===== src/rtl/btn_control.sv =====
// Two-button front end: synchronize, debounce and edge-detect run/dir presses into en/dir levels.
// Define BTN_LONG_PRESS_EN to add a long-hold detector on btn_run that clears en and dir.
module btn_control #(
    parameter int unsigned DEBOUNCE_CYCLES = 500000,
    parameter int unsigned CNT_W           = 20,
    parameter int unsigned LONG_CYCLES     = 1000000
) (
    input  logic clk,
    input  logic rst,
    input  logic btn_run,
    input  logic btn_dir,
    output logic en,
    output logic dir,
    output logic run_press,
    output logic dir_press,
    output logic long_press
);

    typedef enum logic {StReleased, StPressed} state_e;

    localparam logic [CNT_W-1:0] DebLast = CNT_W'(DEBOUNCE_CYCLES - 1);
    localparam logic [CNT_W-1:0] CntOne  = CNT_W'(1);

    // Index 0 is btn_run, index 1 is btn_dir.
    logic [1:0]       s1_q, s2_q;
    logic [1:0]       deb_q, deb_d;
    logic [1:0]       press_q, press_d;
    logic [CNT_W-1:0] cnt_q [2];
    logic [CNT_W-1:0] cnt_d [2];
    state_e           state_q [2];
    state_e           state_d [2];
    logic             en_q, en_d;
    logic             dir_q, dir_d;
    logic             long_fire;

    always_comb begin
        for (int i = 0; i < 2; i++) begin
            deb_d[i] = deb_q[i];
            cnt_d[i] = '0;
            if (s2_q[i] != deb_q[i]) begin
                if (cnt_q[i] == DebLast) begin
                    deb_d[i] = s2_q[i];
                end else begin
                    cnt_d[i] = cnt_q[i] + CntOne;
                end
            end
        end
    end

    // Press is taken from the debounced change itself so the pulse and the toggle share one edge.
    always_comb begin
        for (int i = 0; i < 2; i++) begin
            state_d[i] = state_q[i];
            press_d[i] = 1'b0;
            unique case (state_q[i])
                StReleased: begin
                    if (deb_d[i] && !deb_q[i]) begin
                        state_d[i] = StPressed;
                        press_d[i] = 1'b1;
                    end
                end
                StPressed: begin
                    if (!deb_d[i] && deb_q[i]) begin
                        state_d[i] = StReleased;
                    end
                end
                default: state_d[i] = StReleased;
            endcase
        end
    end

`ifdef BTN_LONG_PRESS_EN
    localparam logic [CNT_W-1:0] LongLast = CNT_W'(LONG_CYCLES - 1);
    localparam logic [CNT_W-1:0] LongDone = CNT_W'(LONG_CYCLES);

    logic [CNT_W-1:0] long_cnt_q, long_cnt_d;
    logic             long_press_q;

    // Counter parks at LongDone after firing so a single hold yields one pulse.
    always_comb begin
        long_cnt_d = '0;
        long_fire  = 1'b0;
        if (state_q[0] == StPressed) begin
            if (long_cnt_q == LongLast) begin
                long_fire  = 1'b1;
                long_cnt_d = LongDone;
            end else if (long_cnt_q == LongDone) begin
                long_cnt_d = LongDone;
            end else begin
                long_cnt_d = long_cnt_q + CntOne;
            end
        end
    end

    always_ff @(posedge clk) begin
        if (rst) begin
            long_cnt_q   <= '0;
            long_press_q <= 1'b0;
        end else begin
            long_cnt_q   <= long_cnt_d;
            long_press_q <= long_fire;
        end
    end

    assign long_press = long_press_q;
`else
    // LONG_CYCLES has no effect in this build; the term folds to constant 0.
    assign long_fire  = 1'b0 & (LONG_CYCLES == 0);
    assign long_press = 1'b0;
`endif

    always_comb begin
        en_d  = en_q ^ press_d[0];
        dir_d = dir_q ^ press_d[1];
        if (long_fire) begin
            en_d  = 1'b0;
            dir_d = 1'b0;
        end
    end

    always_ff @(posedge clk) begin
        if (rst) begin
            s1_q    <= '0;
            s2_q    <= '0;
            deb_q   <= '0;
            press_q <= '0;
            en_q    <= 1'b0;
            dir_q   <= 1'b0;
            for (int i = 0; i < 2; i++) begin
                cnt_q[i]   <= '0;
                state_q[i] <= StReleased;
            end
        end else begin
            s1_q    <= {btn_dir, btn_run};
            s2_q    <= s1_q;
            deb_q   <= deb_d;
            press_q <= press_d;
            en_q    <= en_d;
            dir_q   <= dir_d;
            for (int i = 0; i < 2; i++) begin
                cnt_q[i]   <= cnt_d[i];
                state_q[i] <= state_d[i];
            end
        end
    end

    assign en        = en_q;
    assign dir       = dir_q;
    assign run_press = press_q[0];
    assign dir_press = press_q[1];

endmodule


===== config.mk =====
export PLATFORM = sky130hd
export DESIGN_NAME = btn_control
export DESIGN_NICKNAME = d
export VERILOG_FILES = /design/src/rtl/btn_control.sv
export SDC_FILE = /design/constraint.sdc
export NUM_CORES = 1
export LEC_CHECK = 0
export ABC_AREA = 1
export BUFFER_PORTS_ARGS = -buffer_cell sky130_fd_sc_hd__buf_4
export CORE_AREA = 2 2 97 99
export CTS_BUF_LIST = sky130_fd_sc_hd__clkbuf_4 sky130_fd_sc_hd__clkbuf_8 sky130_fd_sc_hd__clkbuf_16
export DETAILED_ROUTE_END_ITERATION = 12
export DIE_AREA = 0 0 99 101
export HOLD_SLACK_MARGIN = 0.08
export PLACE_DENSITY = 0.5
export SETUP_SLACK_MARGIN = 0.2
export SLEW_MARGIN = 10
export SYNTH_ARGS = -nofsm -noshare
export SYNTH_HDL_FRONTEND = slang
export SYNTH_SLANG_ARGS = --single-unit

===== constraint.sdc =====
create_clock -name clk -period 3.4 [get_ports clk]
set_input_delay 0.17 -clock clk [delete_from_list [all_inputs] [get_ports clk]]
set_output_delay 0.17 -clock clk [all_outputs]
set_load 0.01 [all_outputs]

==> impl_metrics.py, run 1 <==
metrics = {
    "timing": {
        "whs_ns": 0.108,
        "fin_setup_tns_ns": 0,
        "grt_setup_unrepaired": "false",
        "layout_setup_ws_ns": 1.59,
        "finalMaxSlewViolations": 0,
        "fin_crit_ns": 1.81,
        "hold_viol_final": 0,
        "skew_ns": 0.00452,
        "fmax_mhz": 553,
        "setup_violations": 0,
        "fin_crit_sh_pct": 53.1,
    },
    "critical_path": {
        "crit_type": "reg -> reg",
        "crit_path_end_kind": "flip-flop",
        "cp_cell_sequence": "ha_1 > nand3_1 > nor2_1 > nand3_1 > nand2_2 > inv_1 > o21ai_0 > a21oi_1",
        "cp.arrival_ns": 2.00,
        "slowest_delay_ns": 0.37,
        "critPathSlowestCell": "dfxtp_1",
        "crit_required_ns": 3.60,
        "startpoint_type": "flip-flop",
        "path_max_fanout": 16,
        "r2r_setup_slack_ns": 1.59,
        "rr_startpoint": "cnt_q[0][0]$_SDFF_PP0_",
        "cp_common_cell": "nand3_1",
        "crit_start": "cnt_q[0][0]$_SDFF_PP0_",
    },
    "floorplan": {
        "rows": 35,
        "dieArea_um2": 10000,
        "io_pins": 9,
        "dieWidth_um": 99,
        "core_area_um2": 8980,
        "die_h_um": 101,
        "initial_core_util_pct": 28.9,
    },
    "power_and_ir_drop": {
        "p_comb_share_pct": 1.6,
        "netSwitchingPower_mw": 0.215,
        "internal_power_mw": 0.781,
        "p_total_mw": 0.996,
        "power.density_nw_per_um2": 347,
        "clockPowerShare_pct": 36.8,
        "leakagePower_nw": 1.03,
        "switching_share_pct": 21.6,
        "seq_power_share_pct": 61.6,
        "ir_worst_vdd_v": 0.000166,
    },
    "routing": {
        "routed_wl_um": 5130,
        "vias_per_cell": 4.46,
        "dr.pass1.iters": 4,
        "wl_per_cell_um": 10.1,
        "dr.first_iter.drc_count": 58,
        "ant_nets": 0,
        "post-route-drc-count": 0,
        "dr_total_vias": 2255,
    },
    "clocking": {
        "clock-sinks": 52,
        "cts_resized": 0,
        "clk_pin_slew_ns": 0.10,
        "clkLatencyLatePin_ns": 0.30,
        "numCtsBuffers": 5,
        "ctsHoldBuffers": 2,
        "clock_path_buffers": 2,
        "cts_setup_buffers": 0,
        "cts-root-buf": "clkbuf_8",
        "cts_tree": "done",
        "h-tree-depth": 2,
    },
    "cells_and_area": {
        "n_fill_cell": 970,
        "final_common_cell": "nand2_1",
        "mostFrequentLayoutCells": "82 x nand2_1, 70 x nor2_1, 56 x inv_1",
        "fin_util_pct": 32.0,
        "layout.cells.non_filler": 506,
        "antenna_cells": 0,
        "syn2layout_area_growth_pct": 10.7,
        "drive_gt1_share_pct": 8.61,
        "fin_nets": 400,
        "final_area_um2": 2870,
    },
    "synthesis": {
        "synth-seq-area-share_pct": 40.1,
        "synth_fp_nets": 388,
        "syn_area_um2": 2590,
        "ys_ff_latch": 52,
        "ys_warn_count": 0,
        "yosys.cell_types.count": 27,
        "avgSynthCellArea_um2": 6.79,
        "synth_cells": 382,
    },
    "grt": {
        "grt_pass1_wl_um": 9180,
        "overflow": 0,
        "grt_usage_pct": 10.9,
        "grt_pass1_vias": 2104,
        "grt_start_max_net_pins": 17,
        "antenna_found_initial": 0,
    },
    "run": {
        "maxCapViolations": 0,
    },
    "placed_design": {
        "dp_hpwl_um": 3930,
        "portBuffers": 7,
        "gp_congestion": 0.777,
        "dpl.cell_count": 496,
        "dpl_cell_area_um2": 2760,
        "post-place-ws_ns": 1.57,
    },
    "status": {
        "status": "finished clean",
    },
    "hold_path": {
        "hold_class": "in -> reg",
        "min_from": "rst",
    },
}
==> flip-flops by register name (all words and copies together) (netlist names) <==
name	flops
deb_q	2
s2_q	2
dir	1
cnt_q	40
press_q	2
en	1
state_q	2
s1_q	2
==> final timing paths <==
check        cells past startpoint                       to
max                              8  cnt_q[0][12]$_SDFF_PP0_
min                              2            en$_SDFF_PP0_
max reg2reg                      8  cnt_q[0][12]$_SDFF_PP0_
min reg2reg                      2       s2_q[0]$_SDFF_PP0_
==> synth_stat cells (all sizes together) <==
library cell	count	area (um2)
nand2	86	343
nor2	78	338
inv	58	218
dfxtp	52	1040
nor3	23	126
nand3	21	125
a21oi	19	95.1
o21ai	10	50.1
nand4	9	56.3
xor2	7	61.3
nor3b	5	37.5
a31oi	3	18.8
buf	3	22.5
ha	2	25.0
and3	1	6.26
clkbuf	1	3.75
conb	1	3.75
nand3b	1	7.51
o21a	1	7.51
xnor2	1	8.76
==> cells by family after synthesis <==
logic type | synth area share [%]
compound gates | 6.61
xor+xnor | 2.70
fa+ha+maj | 0.964
buf+inv | 9.40
flops | 40.1
other cells | 0.145
simple gates | 40.1
==> critical path: cells and delay by family, from the launching register on <==
family	cells	cell delay, ns
DFF	1	0.37
and+or+nand+nor	4	0.76
buffers and inverters	1	0.17
AOI/OAI and AO/OA	2	0.17
adders and majority gates	1	0.24
==> final cells by class <==
| cell class | instances | area [um2] | share of cell area [%] |
|---|---|---|---|
| Tap cell | 111 | 139 | 4.83 |
| Clock buffer | 6 | 82.6 | 2.87 |
| Timing Repair Buffer | 9 | 72.6 | 2.53 |
| Multi-Input combinational cell | 268 | 1310 | 45.6 |
| Clock inverter | 2 | 10.0 | 0.348 |
| Inverter | 58 | 218 | 7.58 |
| Sequential cell | 52 | 1040 | 36.2 |
==> per-layer routing <==
metal	global-route usage (%)	share of wire, %
met1	13.3	47
met2	19.5	49
met3	2.43	2.6
met4	2.85	1.2
met5	0	0
==> power groups by stage <==
| stage | sequential (mW) | combinational (mW) | clock [mW] |
|---|---|---|---|
| CTS | 0.614 | 0.0162 | 0.379 |
| detailed placement | 0.628 | 0.0143 | 0 |
| floorplan | 0.627 | 0.0109 | 0 |
| global placement | 0.628 | 0.0143 | 0 |
| global route | 0.614 | 0.0185 | 0.405 |
| finish | 0.613 | 0.0160 | 0.367 |
Note: power is estimated with default switching activity, not from simulation.
==> run 2: changes to the inputs <==
Clock period 3.4 ns to 1.81 ns, I/O delays scaled along.
==> run 2 against run 1 <==
  * Register-to-register slack worse by 1.2 ns
  * Cell count rose by 1.6%
  * Design area grew 5.9%
  * Routed wire length increased by 3.4%
  * Core utilization increased by 1.9 points
  * Combinational power is 150% higher
  * Clock power up 120%
  * Clock skew rose by 0.0026 ns
  * Fmax increased by 23%
  * Critical path depth did not move
  * Die area unchanged
  * Largest cell class unchanged
==> impl_metrics.py, run 2 (synthesis results as in run 1) <==
metrics = {
    "status": {
        "status": "finished clean",
    },
    "critical_path": {
        "reg2regPathDepth": 8,
        "cp_cell_sequence": "ha_4 > nand2_1 > nor2_2 > nand3_1 > nor2_4 > nand2_1 > nor3_1 > o21a_1",
        "critPathSlowestCell": "dfxtp_4",
        "startpoint_type": "flip-flop",
        "r2r_setup_slack_ns": 0.35,
        "critPathBufInv": 0,
        "path_depth": 8,
        "timing.rr.end": "cnt_q[0][14]$_SDFF_PP0_",
        "path_max_fanout": 6,
        "slowest_delay_ns": 0.38,
        "path_delay_family": "simple AND/OR/NAND/NOR gates",
        "crit_path_end_kind": "flip-flop",
        "crit_required_ns": 2.07,
        "cp.arrival_ns": 1.72,
        "cp_common_cell": "nand2_1",
        "crit_type": "reg -> reg",
        "endpoint": "cnt_q[0][14]$_SDFF_PP0_",
        "crit_start": "cnt_q[0][0]$_SDFF_PP0_",
        "rr_startpoint": "cnt_q[0][0]$_SDFF_PP0_",
    },
    "timing": {
        "skew_ns": 0.00716,
        "whs_ns": 0.413,
        "setup_violations": 0,
        "layout_setup_ws_ns": 0.346,
        "fmax_mhz": 683,
        "fin_crit_ns": 1.46,
        "fin_crit_sh_pct": 80.9,
        "hold_viol_final": 0,
        "finalMaxSlewViolations": 0,
        "fin_setup_tns_ns": 0,
        "grt_setup_unrepaired": "false",
    },
    "clocking": {
        "clock-sinks": 52,
        "clock_path_buffers": 2,
        "cts_tree": "done",
        "cts-root-buf": "clkbuf_8",
        "numCtsBuffers": 5,
        "clkLatencyLatePin_ns": 0.31,
        "clk_pin_slew_ns": 0.10,
        "h-tree-depth": 2,
    },
    "hold_path": {
        "hold_class": "reg -> reg",
    },
    "routing": {
        "dr.first_iter.drc_count": 73,
        "routed_wl_um": 5310,
        "dr.pass1.iters": 4,
        "dr_total_vias": 2274,
        "vias_per_cell": 4.42,
        "ant_nets": 0,
        "wl_per_cell_um": 10.3,
        "post-route-drc-count": 0,
    },
    "floorplan": {
        "rows": 35,
        "core_area_um2": 8980,
        "dieArea_um2": 10000,
        "initial_core_util_pct": 28.9,
        "dieWidth_um": 99,
        "io_pins": 9,
        "die_h_um": 101,
    },
    "cells_and_area": {
        "mostFrequentLayoutCells": "82 x nand2_1, 68 x nor2_1, 55 x inv_1",
        "fin_util_pct": 33.9,
        "final_common_cell": "nand2_1",
        "antenna_cells": 0,
        "fin_nets": 408,
        "drive_gt1_share_pct": 14.6,
        "layout.cells.non_filler": 514,
        "final_area_um2": 3040,
        "largest_reg_flops": 40,
        "syn2layout_area_growth_pct": 17.2,
        "regMostFlops": "cnt_q",
    },
    "placed_design": {
        "portBuffers": 7,
        "dpl.cell_count": 500,
        "dp_hpwl_um": 4010,
        "dpl_cell_area_um2": 2800,
        "post-place-ws_ns": 0.172,
        "gp_congestion": 0.799,
    },
    "grt": {
        "antenna_found_initial": 0,
        "grt_pass1_wl_um": 9340,
        "overflow": 0,
        "grt_start_max_net_pins": 17,
        "grt_pass1_vias": 2096,
        "grt_usage_pct": 11.2,
    },
    "power_and_ir_drop": {
        "ir_worst_vdd_v": 0.000264,
        "leakagePower_nw": 1.07,
        "power.density_nw_per_um2": 656,
        "p_total_mw": 2.00,
    },
    "run": {
        "maxCapViolations": 0,
    },
}
[run 2: cell count changes in the layout (fill, tap and decap cells not counted), moves of 3 or more]
cell	before	now
dfxtp_2	0	12
buf_4	7	11
dfxtp_1	52	38
dlygate4sd3_1	2	5
[run 2: area by class of cell]
| type | count | area, um2 |
|---|---|---|
| clock inverter | 3 | 42.5 |
| inverter | 58 | 218 |
| clock buffer | 5 | 68.8 |
| multi-input combinational | 268 | 1360 |
| timing repair buffer | 17 | 153 |
| fill | 982 | 5940 |
| tap | 111 | 139 |
| sequential | 52 | 1060 |
[run 2: repair_timing]
action / 4_1_cts / 5_1_grt
hold buffers: 5 / 0
setup endpoints to repair: 5 / 39
pin swaps: 0 / 1
endpoints found under the hold margin: 8 / 0
resized for setup: 3 / 25
buffers inserted: 0 / 1
[run 2: per-layer routing]
layer,GRT usage (%),routed length [um]
met2,19.4,2580
met1,14.0,2560
met3,2.43,113
met5,0,0
met4,3.48,46
[run 2: worst min-delay path by stage]
stage,depth (start not counted),endpoint,slack (ns),from
4_1_cts,2,s2_q[0]$_SDFF_PP0_,0.41,s1_q[0]$_SDFF_PP0_
3_3_place_gp,3,s1_q[0]$_SDFF_PP0_,0.29,btn_run
6_report,2,s2_q[1]$_SDFF_PP0_,0.41,s1_q[1]$_SDFF_PP0_
3_5_place_dp,3,s1_q[1]$_SDFF_PP0_,0.30,btn_dir
2_1_floorplan,2,s1_q[0]$_SDFF_PP0_,0.20,btn_run
5_1_grt,2,s2_q[0]$_SDFF_PP0_,0.43,s1_q[0]$_SDFF_PP0_
[run 2: tightest hold or removal path, cell delays in order (launching register included)]
cell,delay [ns]
dfxtp_1,0.31
inv_1,0.04
nor2_1,0.03
[run 2: power by group]
| part | internal (mW) | switching (mW) | total [mW] |
|---|---|---|---|
| logic | 0.0193 | 0.0202 | 0.0395 |
| registers | 1.15 | 0.00465 | 1.15 |
| clock network | 0.410 | 0.396 | 0.806 |
==> run 3: changes to the inputs <==
Settings changed: PLACE_DENSITY 0.5 to 0.52.
Clock period 1.81 ns to 1.33 ns, I/O delays scaled along.
==> run 3 against run 2 <==
  * Highest routed layer unchanged
  * Worst hold slack lost 0.17 ns
  * Sequential power grew 35%
  * Cell count grew 15%
  * The run now ends with setup timing left
  * Sequential cell count is the same
  * Combinational power grew 110%
  * Core utilization grew 13 points
  * Sequential share of layout area shrank 8.7 points
  * Clock power grew 50%
==> impl_metrics.py, run 3 (synthesis results as in run 1) <==
metrics = {
    "timing": {
        "finalMaxSlewViolations": 0,
        "grt_setup_unrepaired": "true",
        "fin_crit_ns": 1.39,
        "skew_ns": 0.00734,
        "hold_viol_final": 0,
        "fin_crit_sh_pct": 105,
        "setup_violations": 20,
        "layout_setup_ws_ns": -0.0607,
        "fmax_mhz": 719,
    },
    "floorplan": {
        "rows": 35,
        "dieWidth_um": 99,
        "die_h_um": 101,
        "core_area_um2": 8980,
        "initial_core_util_pct": 28.9,
        "dieArea_um2": 10000,
        "io_pins": 9,
    },
    "clocking": {
        "clk_pin_slew_ns": 0.10,
        "h-tree-depth": 2,
        "clock_path_buffers": 2,
        "cts-root-buf": "clkbuf_8",
        "cts_tree": "done",
        "clkLatencyLatePin_ns": 0.31,
        "numCtsBuffers": 5,
        "clock-sinks": 52,
    },
    "critical_path": {
        "critPathBufInv": 0,
        "path_max_fanout": 6,
        "cp_common_cell": "nor2_4",
        "cp_cell_sequence": "ha_4 > nand2_4 > nor2_4 > nand3_2 > nor2_4 > nand2_2 > nor3_2 > o21a_1",
        "cp.arrival_ns": 1.64,
        "crit_path_end_kind": "flip-flop",
        "path_delay_family": "simple AND/OR/NAND/NOR gates",
        "crit_required_ns": 1.58,
        "slowest_delay_ns": 0.37,
        "startpoint_type": "flip-flop",
        "critPathSlowestCell": "dfxtp_4",
        "crit_type": "reg -> reg",
    },
    "hold_path": {
        "hold_class": "in -> reg",
    },
    "grt": {
        "grt_pass1_vias": 2516,
        "overflow": 0,
        "grt_usage_pct": 13.6,
        "antenna_found_initial": 0,
        "grt_pass1_wl_um": 11300,
        "grt_start_max_net_pins": 16,
    },
    "routing": {
        "post-route-drc-count": 0,
        "ant_nets": 0,
        "dr.first_iter.drc_count": 105,
        "dr.pass1.iters": 4,
        "wl_per_cell_um": 11.5,
        "vias_per_cell": 4.58,
        "dr_total_vias": 2705,
        "routed_wl_um": 6820,
    },
    "cells_and_area": {
        "fin_util_pct": 46.5,
        "drive_gt1_share_pct": 51.2,
        "regMostFlops": "cnt_q",
        "mostFrequentLayoutCells": "75 x buf_4, 65 x nand2_1, 43 x inv_1",
        "n_fill_cell": 848,
        "syn2layout_area_growth_pct": 60.8,
        "final_common_cell": "buf_4",
        "antenna_cells": 0,
        "multi_input_area_um2": 1800,
        "final-seq-area_um2": 1100,
        "largest_reg_flops": 40,
        "fin_nets": 485,
    },
    "placed_design": {
        "post-place-ws_ns": -0.0792,
        "portBuffers": 7,
        "dp_hpwl_um": 4620,
        "gp_congestion": 0.823,
    },
    "power_and_ir_drop": {
        "switching_share_pct": 20.9,
        "p_total_mw": 2.85,
        "ir_worst_vdd_v": 0.000413,
        "leakagePower_nw": 1.58,
        "p_comb_share_pct": 2.9,
        "clockPowerShare_pct": 42.6,
        "power.density_nw_per_um2": 682,
        "internal_power_mw": 2.25,
        "netSwitchingPower_mw": 0.595,
        "seq_power_share_pct": 54.5,
    },
    "run": {
        "maxCapViolations": 0,
    },
    "status": {
        "status": "finished, violations left",
        "violations": "setup timing",
    },
}
-- run 3: cell types whose count changed in the layout (fill, tap and decap cells not counted), sizes merged --
cell and delta:
clkinvlp -1, dlygate4sd3 -2, buf +78, clkinv -1, dlymetal6s4s +1, clkbuf +2
-- run 3: worst paths after layout --
| check | startpoint | to | slack [ns] | cells past startpoint |
|---|---|---|---|---|
| min | rst | cnt_q[0][32]$_SDFF_PP0_ | 0.24 | 5 |
| max | cnt_q[0][1]$_SDFF_PP0_ | cnt_q[0][14]$_SDFF_PP0_ | -0.06 | 8 |
| max reg2reg | cnt_q[0][1]$_SDFF_PP0_ | cnt_q[0][14]$_SDFF_PP0_ | -0.06 | 8 |
| min reg2reg | s1_q[0]$_SDFF_PP0_ | s2_q[0]$_SDFF_PP0_ | 0.41 | 2 |
-- run 3: tightest hold or removal path, stage by stage --
cell	delay, ns
buf_4	0.09
nor2_1	0.06
nand3_4	0.15
buf_6	0.11
nor3b_2	0.03
-- run 3: area by class of cell --
class,count,share of cell area [%]
clock buffers,7,2.31
inverters,58,5.46
well taps,111,3.33
repair buffers,94,18.9
clock inverters,1,0.720
flip-flops and latches,52,26.3
multi-input cells,268,43.0
-- run 3: power groups by stage --
stage | sequential, mW | clock, mW | combinational (mW)
finish | 1.55 | 1.21 | 0.0820
global route | 1.55 | 1.31 | 0.0883
CTS | 1.56 | 1.25 | 0.0687
detailed placement | 1.60 | 0 | 0.0503
global placement | 1.60 | 0 | 0.0496
floorplan | 1.60 | 0 | 0.0301
-- run 3: metrics by stage --
step / hold WS [ns] / TNS [ns] / std cells / area, um2
finish: 0.245 / -0.506 / 591 / 4170
global route: 0.253 / -3.73 / 591 / 4170
CTS: 0.204 / -0.688 / 581 / 3840
detailed placement: 0.278 / -1.55 / 552 / 3320
global placement: 0.266 / -1.05 / 552 / 3320
floorplan: 0.173 / 0 / 382 / 2740
-- run 3: routing by layer --
layer / wire length [um] / GRT usage [%] / up-vias
met5: 0 / 0 / -
met4: 62 / 4.21 / 0
met3: 155 / 1.94 / 5
met2: 3340 / 22.7 / 31
met1: 3260 / 18.3 / 1270
li1: - / - / 1399
-- run 3: timing repair --
action,CTS,global route
buffers inserted,17,10
pin swaps,24,28
gates resized for setup,68,78
setup endpoints to repair,48,48
hold endpoints to repair,8,0
hold buffers,4,0
